--- src/rtl/sdf_bfly_stage.sv ---
// Radix-2 single-path delay-feedback butterfly stage: buffers half a block,
// emits sums in BFLY and twiddle-multiplied stored differences in TWID.
module sdf_bfly_stage #(
  parameter int unsigned DATA_W = 24,
  parameter int unsigned FRAC_W = 8,
  parameter int unsigned DEPTH  = 2
) (
  input  logic              clk,
  input  logic              rst_n,
  input  logic              in_valid,
  input  logic [DATA_W-1:0] din_r,
  input  logic [DATA_W-1:0] din_i,
  input  logic [1:0]        state,
  input  logic [DATA_W-1:0] w_r,
  input  logic [DATA_W-1:0] w_i,
  output logic              out_valid,
  output logic [DATA_W-1:0] dout_r,
  output logic [DATA_W-1:0] dout_i
);

  localparam int unsigned PtrW = (DEPTH > 1) ? $clog2(DEPTH) : 1;
  localparam int unsigned ProdW = 2 * DATA_W;

  typedef enum logic [1:0] {
    StFill = 2'd0,
    StBfly = 2'd1,
    StTwid = 2'd2,
    StRsvd = 2'd3
  } phase_e;

  logic [PtrW-1:0]   ptr;
  logic [DATA_W-1:0] mem_r [DEPTH];
  logic [DATA_W-1:0] mem_i [DEPTH];

  logic [DATA_W-1:0] cur_r, cur_i;
  logic [DATA_W-1:0] sum_r, sum_i, dif_r, dif_i;
  logic [DATA_W-1:0] mul_r, mul_i;
  logic signed [ProdW-1:0] p_rr, p_ii, p_ri, p_ir, acc_r, acc_i;
  logic unused_prod_bits;
  phase_e phase;

  assign phase = phase_e'(state);
  assign cur_r = mem_r[ptr];
  assign cur_i = mem_i[ptr];

  always_comb begin
    sum_r = cur_r + din_r;
    sum_i = cur_i + din_i;
    dif_r = cur_r - din_r;
    dif_i = cur_i - din_i;
  end

  // Full-width signed products; the kept slice equals (acc >>> FRAC_W) truncated to DATA_W.
  always_comb begin
    p_rr  = ProdW'($signed(cur_r)) * ProdW'($signed(w_r));
    p_ii  = ProdW'($signed(cur_i)) * ProdW'($signed(w_i));
    p_ri  = ProdW'($signed(cur_r)) * ProdW'($signed(w_i));
    p_ir  = ProdW'($signed(cur_i)) * ProdW'($signed(w_r));
    acc_r = p_rr - p_ii;
    acc_i = p_ri + p_ir;
    mul_r = acc_r[FRAC_W +: DATA_W];
    mul_i = acc_i[FRAC_W +: DATA_W];
  end

  assign unused_prod_bits = ^{acc_r[FRAC_W-1:0], acc_r[ProdW-1:FRAC_W+DATA_W],
                              acc_i[FRAC_W-1:0], acc_i[ProdW-1:FRAC_W+DATA_W]};

  always_ff @(posedge clk or negedge rst_n) begin
    if (!rst_n) begin
      ptr       <= '0;
      out_valid <= 1'b0;
      dout_r    <= '0;
      dout_i    <= '0;
      for (int k = 0; k < int'(DEPTH); k++) begin
        mem_r[k] <= '0;
        mem_i[k] <= '0;
      end
    end else if (in_valid) begin
      ptr <= (ptr == PtrW'(DEPTH - 1)) ? '0 : ptr + 1'b1;
      case (phase)
        StBfly: begin
          dout_r     <= sum_r;
          dout_i     <= sum_i;
          mem_r[ptr] <= dif_r;
          mem_i[ptr] <= dif_i;
          out_valid  <= 1'b1;
        end
        StTwid: begin
          dout_r     <= mul_r;
          dout_i     <= mul_i;
          mem_r[ptr] <= din_r;
          mem_i[ptr] <= din_i;
          out_valid  <= 1'b1;
        end
        default: begin
          // FILL and the reserved code both just load the buffer.
          mem_r[ptr] <= din_r;
          mem_i[ptr] <= din_i;
          out_valid  <= 1'b0;
        end
      endcase
    end else begin
      out_valid <= 1'b0;
    end
  end

endmodule

--- config.mk ---
export PLATFORM = sky130hd
export DESIGN_NAME = sdf_bfly_stage
export DESIGN_NICKNAME = d
export VERILOG_FILES = /design/src/rtl/sdf_bfly_stage.sv
export SDC_FILE = /design/constraint.sdc
export NUM_CORES = 2
export LEC_CHECK = 0
export CAP_MARGIN = 20
export CORE_UTILIZATION = 51
export DETAILED_ROUTE_END_ITERATION = 12
export MAX_ROUTING_LAYER = met4
export PLACE_DENSITY = 0.77
export SETUP_SLACK_MARGIN = 0.15
export SLEW_MARGIN = 25
export SYNTH_ARGS = -nofsm -noshare
export SYNTH_HDL_FRONTEND = slang
export SYNTH_SLANG_ARGS = --single-unit
--- constraint.sdc ---
create_clock -name clk -period 16.8 [get_ports clk]
set_input_delay 2.52 -clock clk [delete_from_list [all_inputs] [get_ports clk]]
set_output_delay 2.52 -clock clk [all_outputs]
set_load 0.03 [all_outputs]
==> impl_metrics.yaml <==
status:
  status: "completed"
synthesis:
  ys_seq_area_share_pct: 5.222
  synth_cells: 7840
  yosys_warnings: 0
  synth_area_um2: 69970
  synth_edf_count: 0
  synth.avg_cell_area_um2: 8.924
  syn_nets: 10108
  ys_seq_elements: 146
  synth_ff_type: "dfrtp_1"
  synth_cell_types: 80
  ys_async_sr_fraction_pct: 100.0
drt:
  drt_iter0_drc: 4463
  wl_per_cell_um: 21.15
  finalWirelength_um: 199800
  viasPerCell: 5.544
  vias: 52366
  drcViolationCount: 0
  dr.pass1.iters: 8
  drtAntennaViolNets: 0
placement:
  pre_cts_ws_ns: 5.307
  io_buffers: 149
  gp_congestion: 0.9875
  hpwlAfterDp_um: 152100
  dpl_cell_area_um2: 72500
sta:
  finalCriticalPeriod_ns: 11.09
  setup_ws_ns: 5.711
  max-slew-margin-rel_pct: 25.99
  tightest_slew_ns: 1.110
  tns_ns: 0
  drv_slew: 0
  setup_violations: 0
  hold_viol_final: 0
  fin_skew_ns: 0.02433
  hold_slack_ns: 0.4765
  rsz0062_at_grt: "no"
  period_share_pct: 66.01
  fmax_ghz: 0.09018
global_routing:
  gr-usage-met3_pct: 5.164
  grt_pass1_wl_um: 321000
  top_usage_layer: "met2"
  grt_pass1_vias: 56767
  antenna_found_initial: 5
  met1_usage_pct: 41.02
  gr-usage-met2_pct: 46.67
  grt_usage_pct: 31.11
  grt-ovfl-total: 0
  grt_start_max_net_pins: 89
clock_network:
  cts_root_buf: "clkbuf_16"
  ctsResizeCount: 0
  clockBufferDepth: 2
  cts_tree: "built"
  clock_latency_ns: 0.46
  clk_pin_slew_ns: 0.08
  holdBufCountCts: 0
  clock-sinks: 146
  numCtsBuffers: 17
  postCtsSetupBuffers: 0
  cts_htree_levels: 4
critical_path:
  critPathMostFrequentCell: "fa_1"
  required_ns: 17.17
  end_kind: "flop"
  slowest_stage: "buf_2"
  start_kind: "input port"
  setup.worst_path.class: "input port to flop"
  arrival_ns: 11.46
  critPathMaxFanout: 31
  cpPeakStageDelay_ns: 0.70
die:
  die_h_um: 372.4
  dieArea_um2: 138700
  start_util_pct: 51.52
  core_um2: 135800
  rows: 135
  die_w_um: 372.4
  io_pins: 150
layout:
  area_growth_pct: 4.494
  final_cell_area_um2: 73110
  drive_gt1_share_pct: 3.055
  nets: 9914
run:
  maxCapViolCount: 0
min_path:
  min_path_type: "flop to flop"
==> registers in the layout, summed over array words and instances (netlist names) <==
register   count
dout_i        24
dout_r        24
mem_i         48
mem_r         48
out_valid      1
ptr            1
==> layout make-up <==
type,count,area (um^2)
diodes,6,15.01
clock buffers,18,429.2
clock inverters,14,118.9
fillers,12122,62700
inverters,1894,7109
multi-input cells,5350,57500
flip-flops and latches,146,3655
well taps,1781,2228
repair buffers,237,2054
==> path summary, 6_finish.rpt <==
kind	from	endpoint	slack (ns)	cells after the start
setup / recovery	w_i[6]	dout_i[23]	5.71	28
setup reg to reg	ptr	dout_r[23]	6.37	31
max in group asynchronous	rst_n	mem_i[29]	13.42	2
hold / removal	mem_r[3]	mem_r[3]	0.48	2
hold reg to reg	mem_r[3]	mem_r[3]	0.48	2
min in group asynchronous	rst_n	mem_r[18]	2.08	1
==> through the flow <==
step / instances / utilization (%)
floorplan: 7840 / -
global placement: 9407 / 53.39
detailed placement: 9407 / 53.39
CTS: 9439 / 53.79
global route: 9443 / 53.83
finish: 9446 / 53.83
==> synthesized netlist by cell type (3+ instances only) <==
| master | number | area, um^2 |
|---|---|---|
| o22ai_1 | 3 | 18.77 |
| o21bai_1 | 24 | 180.2 |
| a311oi_1 | 4 | 35.03 |
| mux2i_1 | 43 | 430.4 |
| o31ai_1 | 15 | 112.6 |
| xnor3_1 | 3 | 67.56 |
| nand3b_1 | 6 | 45.04 |
| a211o_1 | 5 | 43.79 |
| a31oi_1 | 15 | 93.84 |
| a21oi_1 | 148 | 740.7 |
| dfrtp_1 | 146 | 3654 |
| inv_1 | 1893 | 7106 |
| o221ai_1 | 3 | 26.28 |
| or3_1 | 15 | 93.84 |
| o211a_1 | 3 | 30.03 |
| mux2_2 | 31 | 349.1 |
| o211ai_1 | 11 | 82.58 |
| nor4_1 | 8 | 50.05 |
| ha_1 | 523 | 6544 |
| and3_1 | 12 | 75.07 |
| nand2b_1 | 23 | 143.9 |
| nor3b_1 | 4 | 30.03 |
| nand3_1 | 25 | 125.1 |
| or2_2 | 14 | 87.58 |
| o21ai_0 | 172 | 860.8 |
| or4_1 | 3 | 22.52 |
| o21a_1 | 13 | 97.59 |
| xnor2_1 | 226 | 1979 |
| buf_1 | 11 | 41.29 |
| mux2_4 | 14 | 210.2 |
| and2_1 | 930 | 5818 |
| clkbuf_1 | 434 | 1629 |
| xor2_1 | 50 | 437.9 |
| nand2_1 | 1054 | 3956 |
| a21o_1 | 29 | 217.7 |
| fa_1 | 1644 | 32910 |
| a31o_2 | 6 | 52.55 |
| nor2_1 | 145 | 544.3 |
| nor2b_1 | 15 | 93.84 |
| a221o_1 | 4 | 40.04 |
| nand4_1 | 10 | 62.56 |
| a211oi_1 | 15 | 112.6 |
| nor3_1 | 39 | 195.2 |
==> cells in the final DEF, fill, tap and decap left out, types with 6 or more instances in the layout <==
| cell | instances |
|---|---|
| and3_1 | 12 |
| mux2_4 | 14 |
| nor2b_1 | 15 |
| o21bai_1 | 24 |
| mux2i_1 | 43 |
| o21ai_0 | 171 |
| mux2_2 | 31 |
| nand4_1 | 10 |
| o31ai_1 | 15 |
| dfrtp_1 | 145 |
| buf_4 | 89 |
| xnor2_1 | 226 |
| a31o_2 | 6 |
| ha_1 | 521 |
| a211oi_1 | 14 |
| or2_2 | 14 |
| nand2_1 | 1053 |
| nor3_1 | 39 |
| nor2_1 | 145 |
| nand2b_1 | 21 |
| or3_1 | 15 |
| fa_1 | 1644 |
| clkdlybuf4s50_1 | 122 |
| a31oi_1 | 15 |
| inv_1 | 1889 |
| nand3b_1 | 6 |
| clkbuf_16 | 17 |
| a21oi_1 | 148 |
| o211ai_1 | 11 |
| diode_2 | 6 |
| o21a_1 | 13 |
| and2_1 | 930 |
| xor2_1 | 50 |
| a21o_1 | 29 |
| nand3_1 | 25 |
| buf_2 | 23 |
| nor4_1 | 8 |
==> worst max-delay path, delay by kind of cell <==
family                   cells  cell delay, ns
AO/OA/AOI/OAI                4            1.50
XOR/XNOR                     1            0.20
adder cells (fa/ha/maj)     10            4.89
buffers and inverters        7            1.36
AND/OR/NAND/NOR              6            0.96
==> layer usage <==
metal	vias to the layer above	part of all wire [%]
met2	2751	45
met4	0	6.2
met3	537	9.3
met5	-	0
met1	26816	39
li1	22262	-
==> cell families after synthesis <==
| group | Yosys count | synth area share, % |
|---|---|---|
| buf+inv | 2344 | 12.64 |
| compound gates | 500 | 4.335 |
| fa+ha+maj | 2167 | 56.39 |
| mux | 91 | 1.486 |
| simple gates | 2312 | 16.35 |
| xor+xnor | 280 | 3.575 |
| flops | 146 | 5.222 |
Power is left out: the tool's default activity adds up to more than one toggle a clock period on the data nets, which glitch-free logic cannot reach.
